===== src/rtl/fc_pkg.sv =====
// Shared constants, widths and state encoding for the fully-connected sequencer.
package fc_pkg;

  localparam int FC_INPUT_NUM   = 48;
  localparam int FC_OUTPUT_NUM  = 10;
  localparam int FC_INPUT_WIDTH = 16;

  localparam int DATA_W   = 12;
  localparam int BUF_W    = 14;
  localparam int WEIGHT_W = 8;
  localparam int BIAS_W   = 8;
  localparam int ACC_W    = 20;
  localparam int PROD_W   = BUF_W + WEIGHT_W;
  localparam int ADDR_W   = 9;
  localparam int CLS_W    = 4;
  localparam int OUT_HI   = 18;
  localparam int OUT_LO   = 7;

  typedef enum logic [1:0] {
    ST_LOAD,
    ST_MAC,
    ST_EMIT,
    ST_DONE
  } state_t;

  // First weight-ROM address of a neuron's row.
  function automatic logic [ADDR_W-1:0] rom_base(input int out_idx, input int in_num);
    return ADDR_W'(out_idx * in_num);
  endfunction

endpackage


===== src/rtl/fc_mac.sv =====
// Registered-operand 14x8 signed multiply-accumulate with bias load and clear.
module fc_mac
  import fc_pkg::*;
(
  input  logic                       clk,
  input  logic                       i_clear,
  input  logic                       i_load,
  input  logic                       i_add,
  input  logic signed [BUF_W-1:0]    i_operand,
  input  logic signed [WEIGHT_W-1:0] i_weight,
  input  logic signed [BIAS_W-1:0]   i_bias,
  output logic signed [ACC_W-1:0]    o_acc
);

  logic signed [BUF_W-1:0]  r_op;
  logic signed [ACC_W-1:0]  r_acc;
  logic signed [PROD_W-1:0] w_prod;

  assign w_prod = r_op * i_weight;
  assign o_acc  = r_acc;

  // NOTE: the operand register is overwritten before every use, so it carries no reset.
  always_ff @(posedge clk) begin
    r_op <= i_operand;
  end

  // Truncating the product to the accumulator width gives the same result mod 2^20.
  always_ff @(posedge clk) begin
    if (i_clear)     r_acc <= '0;
    else if (i_load) r_acc <= ACC_W'(i_bias);
    else if (i_add)  r_acc <= r_acc + w_prod[ACC_W-1:0];
  end

endmodule


===== src/rtl/fc_sequencer.sv =====
// Buffers one frame of pooled features, runs one MAC pass per output neuron
// against an external weight ROM, and reports every neuron result plus the argmax.
module fc_sequencer
  import fc_pkg::*;
#(
  parameter int INPUT_NUM   = FC_INPUT_NUM,
  parameter int OUTPUT_NUM  = FC_OUTPUT_NUM,
  parameter int INPUT_WIDTH = FC_INPUT_WIDTH
)(
  input  logic                         clk,
  input  logic                         rst_n,
  input  logic                         valid_in,
  input  logic [DATA_W-1:0]            data_in_1,
  input  logic [DATA_W-1:0]            data_in_2,
  input  logic [DATA_W-1:0]            data_in_3,
  output logic                         ready_in,
  output logic [ADDR_W-1:0]            w_addr,
  input  logic [WEIGHT_W-1:0]          w_data,
  input  logic [0:BIAS_W*OUTPUT_NUM-1] b_fc,
  output logic [DATA_W-1:0]            data_out,
  output logic                         valid_out_fc,
  output logic [CLS_W-1:0]             class_out,
  output logic                         class_valid
);

  localparam int J_W  = $clog2(INPUT_WIDTH);
  localparam int IN_W = $clog2(INPUT_NUM + 1);

  logic signed [BUF_W-1:0] r_buf [INPUT_NUM];
  state_t                  r_state;
  logic [J_W-1:0]          r_j;
  logic [CLS_W-1:0]        r_out_idx;
  logic [IN_W-1:0]         r_in_idx;
  logic signed [ACC_W-1:0] r_max;
  logic [CLS_W-1:0]        r_arg;
  logic                    r_ready;
  logic [ADDR_W-1:0]       r_w_addr;
  logic [DATA_W-1:0]       r_data_out;
  logic                    r_valid_fc;
  logic [CLS_W-1:0]        r_class;
  logic                    r_class_valid;

  logic                    w_accept_last;
  logic                    w_next_neuron;
  logic                    w_load;
  logic                    w_add;
  logic [CLS_W-1:0]        w_bias_idx;
  logic [BIAS_W-1:0]       w_bias_raw;
  logic signed [BUF_W-1:0] w_operand;
  logic signed [ACC_W-1:0] w_acc;

  assign w_accept_last = (r_state == ST_LOAD) && valid_in && (r_j == J_W'(INPUT_WIDTH - 1));
  assign w_next_neuron = (r_state == ST_EMIT) && (r_out_idx != CLS_W'(OUTPUT_NUM - 1));
  assign w_load        = w_accept_last || w_next_neuron;
  // The first MAC cycle has no ROM word yet; products trail addresses by one cycle.
  assign w_add         = (r_state == ST_MAC) && (r_in_idx != '0);
  assign w_bias_idx    = (r_state == ST_EMIT) ? r_out_idx + 1'b1 : '0;
  assign w_bias_raw    = b_fc[BIAS_W*w_bias_idx +: BIAS_W];
  assign w_operand     = (r_in_idx < IN_W'(INPUT_NUM)) ? r_buf[r_in_idx] : '0;

  fc_mac u_mac (
    .clk       (clk),
    .i_clear   (!rst_n),
    .i_load    (w_load),
    .i_add     (w_add),
    .i_operand (w_operand),
    .i_weight  ($signed(w_data)),
    .i_bias    ($signed(w_bias_raw)),
    .o_acc     (w_acc)
  );

  // NOTE: the feature buffer is a memory with no reset; each frame rewrites all of it.
  always_ff @(posedge clk) begin
    if (rst_n && r_state == ST_LOAD && valid_in) begin
      r_buf[r_j]                   <= {{(BUF_W-DATA_W){data_in_1[DATA_W-1]}}, data_in_1};
      r_buf[INPUT_WIDTH + r_j]     <= {{(BUF_W-DATA_W){data_in_2[DATA_W-1]}}, data_in_2};
      r_buf[2*INPUT_WIDTH + r_j]   <= {{(BUF_W-DATA_W){data_in_3[DATA_W-1]}}, data_in_3};
    end
  end

  always_ff @(posedge clk) begin
    if (!rst_n) begin
      r_state       <= ST_LOAD;
      r_j           <= '0;
      r_out_idx     <= '0;
      r_in_idx      <= '0;
      r_max         <= '0;
      r_arg         <= '0;
      r_ready       <= 1'b1;
      r_w_addr      <= '0;
      r_data_out    <= '0;
      r_valid_fc    <= 1'b0;
      r_class       <= '0;
      r_class_valid <= 1'b0;
    end else begin
      r_valid_fc    <= 1'b0;
      r_class_valid <= 1'b0;
      case (r_state)
        ST_LOAD: begin
          if (valid_in) begin
            r_j <= r_j + 1'b1;
            if (w_accept_last) begin
              r_state   <= ST_MAC;
              r_j       <= '0;
              r_out_idx <= '0;
              r_in_idx  <= '0;
              r_ready   <= 1'b0;
              r_w_addr  <= rom_base(0, INPUT_NUM);
            end
          end
        end
        ST_MAC: begin
          if (r_in_idx == IN_W'(INPUT_NUM)) begin
            r_state <= ST_EMIT;
          end else begin
            r_in_idx <= r_in_idx + 1'b1;
            if (r_in_idx < IN_W'(INPUT_NUM - 1)) r_w_addr <= r_w_addr + 1'b1;
          end
        end
        ST_EMIT: begin
          r_data_out <= w_acc[OUT_HI:OUT_LO];
          r_valid_fc <= 1'b1;
          if (r_out_idx == '0 || w_acc > r_max) begin
            r_max <= w_acc;
            r_arg <= r_out_idx;
          end
          if (w_next_neuron) begin
            r_out_idx <= r_out_idx + 1'b1;
            r_in_idx  <= '0;
            r_state   <= ST_MAC;
            r_w_addr  <= rom_base(int'(r_out_idx) + 1, INPUT_NUM);
          end else begin
            r_state <= ST_DONE;
          end
        end
        ST_DONE: begin
          r_class       <= r_arg;
          r_class_valid <= 1'b1;
          r_ready       <= 1'b1;
          r_j           <= '0;
          r_state       <= ST_LOAD;
        end
        default: r_state <= ST_LOAD;
      endcase
    end
  end

  assign ready_in     = r_ready;
  assign w_addr       = r_w_addr;
  assign data_out     = r_data_out;
  assign valid_out_fc = r_valid_fc;
  assign class_out    = r_class;
  assign class_valid  = r_class_valid;

endmodule


===== config.mk =====
export PLATFORM = sky130hd
export DESIGN_NAME = fc_sequencer
export DESIGN_NICKNAME = d
export VERILOG_FILES = /design/src/rtl/fc_pkg.sv /design/src/rtl/fc_mac.sv /design/src/rtl/fc_sequencer.sv
export SDC_FILE = /design/constraint.sdc
export NUM_CORES = 1
export LEC_CHECK = 0
export BUFFER_PORTS_ARGS = -buffer_cell sky130_fd_sc_hd__buf_2
export CAP_MARGIN = 20
export CORE_ASPECT_RATIO = 1.75
export CORE_UTILIZATION = 37
export DETAILED_ROUTE_END_ITERATION = 8
export PLACE_DENSITY_LB_ADDON = 0.1
export SLEW_MARGIN = 20
export SYNTH_ARGS = -nofsm -noshare
export SYNTH_HDL_FRONTEND = slang
export SYNTH_SLANG_ARGS = --single-unit

===== constraint.sdc =====
create_clock -name clk -period 6.3 [get_ports clk]
set_input_delay 0.63 -clock clk [delete_from_list [all_inputs] [get_ports clk]]
set_output_delay 0.63 -clock clk [all_outputs]
set_load 0.005 [all_outputs]

# == Word level (Yosys, flattened, before mapping) ==
# Memories as Yosys holds them, arrays and structs flattened. A register that Yosys moved wholly into a read port is not among the register bits.
# Index checks and enable logic that the tools add are counted.
# word_totals
wordCells,97
inputBits,127
ff_bits,88
n_memories,1
ram_bits,672
out_inout_bits,28
# memory_table
memory,depth,width,rd,rd_ports_with_merged_regs,wr,line,text
r_buf,48,14,1,1,3,fc_sequencer.sv:29,logic signed [BUF_W-1:0] r_buf [INPUT_NUM];
# op_classes
n_shift,1
muxes,33
addsub,8
bitwise,1
n_lt_le_gt_ge,3
eq_ne,12
n_reduce_logical,23
n_mul,2
# ops
op,n
80-bit by 33-bit variable part select with 81-bit output,1
9-bit two-way mux,5
20-bit two-way mux,2
7-bit inverter with 33-bit output,1
9-bit one-hot mux with 3 select lines,1
4-bit two-way mux,6
6-bit two-way mux,4
20-bit adder,1
20-bit greater-than comparator,1
14-bit by 8-bit multiplier with 20-bit output,1
6-bit one-hot mux with 3 select lines,1
4-bit one-hot mux with 2 select lines,2
"6-bit < comparator, second input constant",2
"9-bit by 1-bit adder with 9-bit output, second input constant",1
"4-bit by 1-bit adder with 4-bit output, second input constant",2
2-bit two-way mux,4
"2-bit != test, second input constant",4
2-bit one-hot mux with 4 select lines,1
"5-bit by 4-bit adder with 6-bit output, first input constant",1
"6-bit by 1-bit adder with 6-bit output, second input constant",1
"6-bit by 4-bit adder with 6-bit output, first input constant",1
"6-bit == test, second input constant",1
1-bit logical AND,6
1-bit two-way mux,6
other kinds (20),27

# == Depth between registers and ports, before layout ==
# Gate-level depths: netlist (run 1).
# logic_depth
depth_word,6
mapped_depth,19
depth_no_buf,18

# == By module ==
# A second synthesis (run 1) with hierarchy kept.
# hier_totals
hier_cells,1931
area_unflattened_um2,31651.6
# modules_own_cells
mod,area_per_inst_um2,seq_area_each_um2,n_inst,cells_each
fc_sequencer,26495.4,18778.0,1,1398
fc_mac,5156.2,680.7,1,533

# == Worst setup path after synthesis (run 1) ==
# No wires, ideal clock.
# synth_path
kind,input -> register
start,input port w_data[0]
end,register u_mac.r_acc[17] (netlist: u_mac.o_acc[17])
path_stages,18
setup_time_ns,0.130
t_arrival_ns,5.158
path_slack_ns,1.011
path_buffers,1
required_time_ns,6.170
path_cell_list,clkbuf_1 nand2_1 fa_1 inv_1 fa_1 inv_1 fa_1 inv_1 fa_1 fa_1 ha_1 o211ai_1 o21a_1 a2111oi_2 o21ai_1 nor4bb_1 nor4_1 a211oi_1
# synth_between
elab_chain_cells,4
# synth_lines
item,line,text
start: declaration,fc_sequencer.sv:18,"input logic [WEIGHT_W-1:0] w_data,"
14-bit by 8-bit multiplier with 20-bit output,fc_mac.sv:19,assign w_prod = r_op * i_weight;
20-bit adder,fc_mac.sv:31,else if (i_add) r_acc <= r_acc + w_prod[ACC_W-1:0];
20-bit two-way mux,fc_mac.sv:31,
20-bit two-way mux,fc_mac.sv:30,else if (i_load) r_acc <= ACC_W'(i_bias);
end signal: assignment,fc_mac.sv:30,
end signal: assignment,fc_mac.sv:31,
end: declaration,fc_mac.sv:16,logic signed [ACC_W-1:0] r_acc;
# No other way between the ends. The select of a mux whose other input is x is not followed.
# A chain may end at the register's enable or synchronous reset.

# == Final worst setup path (run 1) ==
# layout_path
start,"register u_mac.r_op[2], read port of r_buf"
end,register u_mac.r_acc[17] (netlist: u_mac.o_acc[17])
# layout_between
elab_chain_cells,4
# layout_lines
item,line,text
start: declaration,fc_mac.sv:15,logic signed [BUF_W-1:0] r_op;
14-bit by 8-bit multiplier with 20-bit output,fc_mac.sv:19,
20-bit adder,fc_mac.sv:31,
20-bit two-way mux,fc_mac.sv:31,
20-bit two-way mux,fc_mac.sv:30,
# No other way between the ends. The select of a mux whose other input is x is not followed.

==> metrics.txt, run 1 <==
# TYPE chip_impl_metric gauge
chip_impl_metric{name="crit_arrival",unit="ns"} 5.72
chip_impl_info{name="tritoncts",value="built"} 1
chip_impl_metric{name="yosysWarningCount",unit=""} 0
chip_impl_metric{name="min_period_over_period",unit="%"} 82.9
chip_impl_metric{name="dr.first_iter.drc_count",unit=""} 1372
chip_impl_metric{name="synth-edff-count",unit=""} 576
chip_impl_metric{name="clkTransAtPathRegs",unit="ns"} 0.06
chip_impl_metric{name="drive_gt1_share",unit="%"} 23.2
chip_impl_metric{name="postSynthCellCount",unit=""} 1966
chip_impl_metric{name="cts_htree_levels",unit=""} 3
chip_impl_metric{name="switching_power",unit="mW"} 2.71
chip_impl_metric{name="finClkSkew",unit="ns"} 0.0296
chip_impl_metric{name="pwr-share-seq",unit="%"} 47.6
chip_impl_metric{name="numClockSinks",unit=""} 676
chip_impl_metric{name="worstMarginPinSlew",unit="ns"} 1.03
chip_impl_metric{name="place_area",unit="µm²"} 33600
chip_impl_metric{name="clk_path_buf_depth",unit=""} 3
chip_impl_metric{name="synth.lib_cells_used.distinct",unit=""} 67
chip_impl_metric{name="post-cts-setup-buffer-count",unit=""} 0
chip_impl_metric{name="proportion_of_register_bits_with_asynchronous_set_or_reset_after_synthesis",unit="%"} 0
chip_impl_metric{name="avgRoutedWirePerCell",unit="µm"} 27.0
chip_impl_metric{name="grt_util_all_layers",unit="%"} 20.7
chip_impl_metric{name="required",unit="ns"} 6.80
chip_impl_metric{name="final.setup.tns",unit="ns"} 0
chip_impl_metric{name="relative_contribution_of_combinational_cells_to_total_power",unit="%"} 15.7
chip_impl_metric{name="setup_viol",unit=""} 0
chip_impl_metric{name="fin_crit",unit="ns"} 5.22
chip_impl_metric{name="slowest_delay",unit="ns"} 0.58
chip_impl_metric{name="initial_core_util",unit="%"} 37.3
chip_impl_info{name="critical_path.startpoint_type",value="register"} 1
chip_impl_metric{name="net_count_of_the_finished_layout",unit=""} 2435
chip_impl_metric{name="grt_max_degree",unit=""} 102
chip_impl_metric{name="ioPinCount",unit=""} 155
chip_impl_metric{name="cts_resized",unit=""} 0
chip_impl_metric{name="post_syn_area",unit="µm²"} 31500
chip_impl_metric{name="synthesis.area_per_instance",unit="µm²"} 16.0
chip_impl_metric{name="core.rowCount",unit=""} 141
chip_impl_metric{name="final_critical_path_setup_slack",unit="ns"} 1.08
chip_impl_metric{name="dieHeight",unit="µm"} 388
chip_impl_metric{name="area_growth_syn_to_layout",unit="%"} 13.3
chip_impl_info{name="worst-setup-path-type",value="reg -> reg"} 1
chip_impl_metric{name="detail_route.vias_per_cell",unit=""} 5.42
chip_impl_metric{name="final_count_of_hold_timing_violations",unit=""} 0
chip_impl_metric{name="timing.critical_path.fanout_max",unit=""} 8
chip_impl_info{name="cts_root_buffer",value="clkbuf_16"} 1
chip_impl_metric{name="fmax",unit="MHz"} 192
chip_impl_metric{name="die_width",unit="µm"} 222
chip_impl_info{name="synth_top_flop_cell",value="edfxtp_1"} 1
chip_impl_info{name="critical_path.slowest_cell",value="dfxtp_1"} 1
chip_impl_metric{name="power.share.switching",unit="%"} 26.4
chip_impl_info{name="grt_setup_unrepaired",value="no"} 1
chip_impl_metric{name="dp_hpwl",unit="µm"} 54600
chip_impl_metric{name="internal-power",unit="mW"} 7.56
chip_impl_metric{name="relSlewSlack",unit="%"} 31.4
chip_impl_info{name="run_status",value="finished, final reports clean"} 1
chip_impl_metric{name="clock_insertion_delay_worst_skew",unit="ns"} 0.65
chip_impl_metric{name="layout.cell_area.non_filler",unit="µm²"} 35600
chip_impl_metric{name="cts_made_buffers",unit=""} 66
chip_impl_metric{name="synth_seq_area_share",unit="%"} 61.3
chip_impl_metric{name="core_area",unit="µm²"} 84300
chip_impl_info{name="timing.critical_path.to_type",value="register"} 1
chip_impl_metric{name="maxCapViolations",unit=""} 0
chip_impl_metric{name="die_area",unit="µm²"} 86300
chip_impl_metric{name="cts_hold_repair.buffers",unit=""} 0
chip_impl_metric{name="dr.pass1.iters",unit=""} 5
chip_impl_metric{name="synth.ff_latch_count",unit=""} 676
chip_impl_metric{name="pre_cts_ws",unit="ns"} 0.719
chip_impl_metric{name="syn_nets",unit=""} 2274
chip_impl_metric{name="place_congestion",unit=""} 0.835
chip_impl_metric{name="io_buffers",unit=""} 154
chip_impl_metric{name="grt_antenna_before_repair",unit=""} 7
chip_impl_metric{name="num-fill-cells",unit=""} 7651
chip_impl_info{name="critical_path.most_common_cell",value="fa_1"} 1
chip_impl_metric{name="timing_max_transition_violations_final",unit=""} 0
chip_impl_metric{name="route.vias.total",unit=""} 17600
chip_impl_metric{name="drt_wl_total",unit="µm"} 87600
chip_impl_info{name="critical_path.cell_chain",value="nand2_1, fa_1, fa_1, inv_1, fa_1, fa_1, fa_1, ha_1, o211ai_1, o21a_1, a2111oi_2, o21ai_1, nor4bb_1, nor4_1, a211oi_1"} 1
chip_impl_info{name="min-delay-path-class",value="in -> reg"} 1
chip_impl_metric{name="route.detailed.drc",unit=""} 0
chip_impl_metric{name="number_of_global_route_vias_before_repair",unit=""} 18900
chip_impl_metric{name="cellPowerDensity",unit="nW/µm²"} 288
chip_impl_metric{name="finalHoldWorstSlack",unit="ns"} 0.360
chip_impl_metric{name="power.share.clock",unit="%"} 36.7
chip_impl_metric{name="antenna_left",unit=""} 0
chip_impl_metric{name="global_route.overflow_total",unit=""} 0
chip_impl_metric{name="grt_pass1_wl",unit="µm"} 128000
chip_impl_metric{name="max_vdd_drop",unit="mV"} 0.166
chip_impl_metric{name="power.leakage",unit="nW"} 12.1
per-stage QoR:
step	power (mW)	std cells	util, %
final	10.3	3250	42.3
after global routing	10.7	3250	42.3
after CTS	10.4	3246	42.3
after detailed placement	6.62	3131	39.9
after global placement	6.61	3128	39.8
after floorplan	6.11	1966	-
critical path: cells and delay by family, from the launching register on:
kind | cells | cell delay (ns)
compound gates | 5 | 1.07
fa+ha+maj | 6 | 2.80
flops | 1 | 0.58
simple gates | 3 | 0.59
buf+inv | 1 | 0.05
synth_stat cells (all sizes together) (2+ instances only):
master	n	area share (%)
clkbuf	62	0.74
and2	70	1.4
nor4	3	0.080
nand2b	9	0.18
inv	121	1.4
nor3	14	0.22
nand4b	2	0.076
ha	81	3.2
mux2i	38	1.2
a31oi	8	0.21
nor4bb	2	0.064
o211a	2	0.064
o21a	9	0.21
mux4	183	13
nor3b	4	0.095
xnor2	21	0.58
a21oi	92	1.5
a21o	8	0.19
fa	100	6.4
nand4	9	0.20
dfxtp	100	6.4
o22ai	15	0.30
a211oi	24	0.59
and4	3	0.084
o21bai	4	0.095
xor2	10	0.28
nor2	85	1.0
nor2b	7	0.14
o311a	5	0.16
a22oi	7	0.17
edfxtp	576	55
buf	39	0.70
o211ai	4	0.095
a211o	2	0.056
o21ai	59	0.94
a32oi	2	0.056
nand3b	4	0.095
and3	3	0.060
nand2	115	1.4
a311oi	6	0.17
nand3	43	0.70
o31ai	2	0.11
registers in the layout, summed over array words and instances, names as in the netlist:
signal,flops
class_valid,1
r_arg,4
ready_in,1
u_mac.r_op,12
u_mac.o_acc,20
valid_out_fc,1
r_j,4
r_max,20
r_buf,576
w_addr,9
r_out_idx,4
class_out,4
r_state,2
data_out,12
r_in_idx,6
cells by family (layout without fill, tap and decap cells):
| group | count (synthesis) | count (layout) | share of synthesized area (%) |
|---|---|---|---|
| compound gates | 256 | 256 | 5.12 |
| xor+xnor | 31 | 31 | 0.863 |
| fa+ha+maj | 181 | 181 | 9.58 |
| buf+inv | 222 | 430 | 2.88 |
| flops | 676 | 676 | 61.3 |
| mux | 222 | 222 | 14.3 |
| other cells | 0 | 4 | 0 |
| simple gates | 378 | 378 | 5.88 |
final cells by class:
class / instances / area (µm²) / share of cell area, %
flip-flops and latches: 676 / 19300 / 54.2
multi-input cells: 1068 / 11400 / 31.9
clock buffers: 76 / 1690 / 4.74
well taps: 1072 / 1340 / 3.76
repair buffers: 194 / 1160 / 3.24
inverters: 121 / 454 / 1.27
clock inverters: 39 / 312 / 0.874
diodes: 4 / 10.0 / 0.0281
power by group through the flow:
stage	Combinational, mW	Sequential, mW	Clock [mW]
5_1_grt	1.81	4.89	4.02
4_1_cts	1.65	4.89	3.88
3_5_place_dp	1.63	4.99	0
3_3_place_gp	1.62	4.99	0
6_report	1.61	4.89	3.77
2_1_floorplan	1.12	4.98	0
worst paths after layout:
check	start	end	slack [ns]	cells past startpoint
max	u_mac.r_op[2]	u_mac.o_acc[17]	1.08	15
min	data_in_2[8]	r_buf[24][8]	0.36	1
max reg2reg	u_mac.r_op[2]	u_mac.o_acc[17]	1.08	15
min reg2reg	r_arg[3]	r_arg[3]	0.47	2
layout by cell type (no fill, tap or decap), types with 5 or more instances in the layout:
cell type	synthesis	layout
dfxtp_1	100	96
mux4_2	183	183
nand2b_1	9	9
o21ai_0	37	37
nand4_1	8	8
nand2_1	115	115
xnor2_1	21	21
a211oi_1	23	23
o311a_1	5	5
a311oi_1	6	6
mux2i_1	38	38
clkbuf_1	62	10
a21oi_1	91	90
edfxtp_1	576	576
buf_4	0	35
inv_1	121	120
o22ai_1	15	15
clkinv_2	0	8
nor2_4	0	10
nand3_1	42	42
nor2b_1	7	7
xor2_1	10	10
a21o_1	8	8
o21ai_1	22	22
buf_2	28	154
a22oi_1	7	7
a31oi_1	7	7
nor2_1	85	75
and2_1	70	68
o21a_1	9	9
ha_1	81	80
nor3_1	14	10
clkbuf_16	0	66
fa_1	100	100
clkinv_1	0	15
metal layers:
| metal | GRT usage, % | vias up | wire length, µm |
|---|---|---|---|
| met5 | 0 | - | 23 |
| met4 | 7.90 | 4 | 2910 |
| met3 | 3.67 | 138 | 3820 |
| met2 | 39.2 | 404 | 48600 |
| met1 | 22.8 | 9271 | 32300 |
| li1 | - | 7808 | - |
No activity file was read; power rests on OpenSTA's default activity.
==> inputs of run 2 (changes only) <==
- clock period: 6.3 -> 5.4 ns (I/O delays scaled with it)
==> run 2 against run 1 <==
Against the previous run:
- fmax is 3.7% higher
- die area stayed put
- clock-buffer cell count is 3 higher
- worst hold slack worse by 0.079 ns
- non-clock buffer count is 29 higher
- clock skew is 0.014 ns higher
- combinational power is 24% higher
- first-iteration DRC count is 19% lower
- worst setup slack worse by 0.72 ns
- sequential cell count stayed put
- critical path depth stayed put
- wire length is 0.62% lower
- largest power group unchanged
==> metrics.txt, run 2 (same netlist as run 1, synthesis figures left out) <==
# TYPE chip_impl_metric gauge
chip_impl_info{name="run_status",value="finished, final reports clean"} 1
chip_impl_metric{name="crit_arrival",unit="ns"} 5.54
chip_impl_metric{name="area_growth_syn_to_layout",unit="%"} 14.3
chip_impl_metric{name="global_route.overflow_total",unit=""} 0
chip_impl_info{name="critical_path.most_common_cell",value="fa_1"} 1
chip_impl_metric{name="relSlewSlack",unit="%"} 33.6
chip_impl_metric{name="power.leakage",unit="nW"} 12.4
chip_impl_info{name="timing.critical_path.to_type",value="register"} 1
chip_impl_metric{name="clk_path_buf_depth",unit=""} 3
chip_impl_info{name="cts_root_buffer",value="clkbuf_16"} 1
chip_impl_metric{name="timing.critical_path.fanout_max",unit=""} 8
chip_impl_metric{name="die_width",unit="µm"} 222
chip_impl_metric{name="route.detailed.drc",unit=""} 0
chip_impl_metric{name="largest_register_ff_count",unit=""} 576
chip_impl_metric{name="grt_util_all_layers",unit="%"} 20.6
chip_impl_metric{name="place_congestion",unit=""} 0.833
chip_impl_metric{name="finClkSkew",unit="ns"} 0.0438
chip_impl_metric{name="pre_cts_ws",unit="ns"} -0.0637
chip_impl_metric{name="grt_max_degree",unit=""} 67
chip_impl_metric{name="number_of_global_route_vias_before_repair",unit=""} 19300
chip_impl_metric{name="detailroute.wirelength.met3",unit="µm"} 4130
chip_impl_metric{name="cellPowerDensity",unit="nW/µm²"} 344
chip_impl_metric{name="setup_viol",unit=""} 0
chip_impl_info{name="max_flop_register",value="r_buf"} 1
chip_impl_info{name="grt_setup_unrepaired",value="no"} 1
chip_impl_metric{name="avgRoutedWirePerCell",unit="µm"} 26.6
chip_impl_metric{name="slowest_delay",unit="ns"} 0.57
chip_impl_metric{name="grt_pass1_wl",unit="µm"} 127000
chip_impl_metric{name="cts_made_buffers",unit=""} 66
chip_impl_metric{name="clkTransAtPathRegs",unit="ns"} 0.08
chip_impl_info{name="critical_path.slowest_cell",value="fa_1"} 1
chip_impl_metric{name="crit_buf_inv",unit=""} 1
chip_impl_metric{name="clock_insertion_delay_worst_skew",unit="ns"} 0.65
chip_impl_metric{name="dieHeight",unit="µm"} 388
chip_impl_metric{name="met2_length",unit="µm"} 48200
chip_impl_metric{name="cts_htree_levels",unit=""} 3
chip_impl_info{name="worst-setup-path-type",value="reg -> reg"} 1
chip_impl_metric{name="required",unit="ns"} 5.90
chip_impl_metric{name="initial_core_util",unit="%"} 37.3
chip_impl_metric{name="final_count_of_hold_timing_violations",unit=""} 0
chip_impl_metric{name="layout.cell_area.non_filler",unit="µm²"} 36000
chip_impl_metric{name="net_count_of_the_finished_layout",unit=""} 2464
chip_impl_metric{name="maxCapViolations",unit=""} 0
chip_impl_metric{name="io_buffers",unit=""} 154
chip_impl_metric{name="timing_max_transition_violations_final",unit=""} 0
chip_impl_metric{name="ioPinCount",unit=""} 155
chip_impl_metric{name="dp_hpwl",unit="µm"} 56300
chip_impl_metric{name="place_area",unit="µm²"} 33800
chip_impl_metric{name="final_critical_path_setup_slack",unit="ns"} 0.365
chip_impl_metric{name="route.vias.total",unit=""} 17700
chip_impl_info{name="layout.cells.most_common",value="edfxtp_1"} 1
chip_impl_info{name="min-delay-path-class",value="in -> reg"} 1
chip_impl_metric{name="m1WireLength",unit="µm"} 30500
chip_impl_metric{name="core_area",unit="µm²"} 84300
chip_impl_info{name="layout_common_cells",value="edfxtp_1 (576), mux4_2 (183), buf_2 (154), inv_1 (121), nand2_1 (115)"} 1
chip_impl_info{name="route.top_layer_used",value="met5"} 1
chip_impl_metric{name="dr.pass1.iters",unit=""} 5
chip_impl_metric{name="core.rowCount",unit=""} 141
chip_impl_metric{name="drt_wl_total",unit="µm"} 87100
chip_impl_metric{name="grt_antenna_before_repair",unit=""} 11
chip_impl_metric{name="fin_crit",unit="ns"} 5.04
chip_impl_metric{name="fmax",unit="MHz"} 199
chip_impl_info{name="critical_path.startpoint_type",value="register"} 1
chip_impl_metric{name="min_period_over_period",unit="%"} 93.2
chip_impl_info{name="tritoncts",value="built"} 1
chip_impl_metric{name="cts_hold_repair.buffers",unit=""} 0
chip_impl_metric{name="antenna_left",unit=""} 0
chip_impl_info{name="cp_top_family",value="adder cells"} 1
chip_impl_metric{name="worstMarginPinSlew",unit="ns"} 0.996
chip_impl_metric{name="drive_gt1_share",unit="%"} 24.7
chip_impl_metric{name="detail_route.vias_per_cell",unit=""} 5.41
chip_impl_metric{name="num-fill-cells",unit=""} 7652
chip_impl_metric{name="max_vdd_drop",unit="mV"} 0.189
chip_impl_metric{name="numClockSinks",unit=""} 676
chip_impl_metric{name="dr.first_iter.drc_count",unit=""} 1109
chip_impl_metric{name="die_area",unit="µm²"} 86300
chip_impl_info{name="critical_path.cell_chain",value="nand2_1, fa_1, fa_1, inv_1, fa_1, fa_1, fa_1, ha_1, o211ai_1, o21a_1, a2111oi_4, o21ai_1, nor4bb_1, nor4_1, a211oi_1"} 1
==> run 2: changes by cell type in the layout (fill, tap and decap cells not counted), moves of 3 or more <==
cell	delta
buf_4	+30
dfxtp_1	-6
dfxtp_2	+6
bufinv_16	+5
clkinv_1	-5
buf_16	-3
==> run 2: path summary, 6_finish.rpt <==
kind / start / end / slack (ns) / depth (start not counted)
worst max-delay path: u_mac.r_op[5] / u_mac.o_acc[17] / 0.36 / 15
worst min-delay path: data_in_2[5] / r_buf[22][5] / 0.28 / 1
worst max register to register: u_mac.r_op[5] / u_mac.o_acc[17] / 0.36 / 15
worst min register to register: r_max[17] / r_max[17] / 0.48 / 2
==> run 2: area by class of cell <==
cell class / instances / area, µm² / area share, %
Antenna cell: 4 / 10.0 / 0.0278
Clock buffer: 79 / 1750 / 4.87
Clock inverter: 35 / 374 / 1.04
Inverter: 121 / 454 / 1.26
Multi-Input combinational cell: 1068 / 11400 / 31.6
Sequential cell: 676 / 19300 / 53.7
Tap cell: 1072 / 1340 / 3.73
Timing Repair Buffer: 223 / 1330 / 3.70
==> run 2: timing repair <==
item | CTS | global route
endpoints found under the setup margin | 0 | 2
resized for setup | 0 | 8
hold endpoints to repair | 0 | 0
setup buffers | 0 | 0
==> run 2: layer usage <==
layer / vias up / global-route usage [%]
met3: 167 / 4.17
met2: 438 / 39.1
met1: 9256 / 21.4
li1: 7871 / -
met5: - / 0
met4: 10 / 9.69
==> run 2: power breakdown <==
| part | leakage, nW | switching (mW) | internal [mW] |
|---|---|---|---|
| Combinational | 5.30 | 1.15 | 0.846 |
| Sequential | 6.00 | 0.0199 | 5.69 |
| Clock | 1.05 | 2.04 | 2.62 |
==> run 2: per-stage QoR <==
step	cells	setup TNS, ns	util [%]	hold slack (ns)	total power, mW
floorplan	1966	0	-	0.454	7.13
global placement	3159	-0.00157	40.1	0.462	7.80
detailed placement	3160	-0.0637	40.1	0.472	7.82
CTS	3274	0	42.6	0.227	12.5
global route	3276	0	42.6	0.259	12.9
finish	3278	0	42.6	0.281	12.4
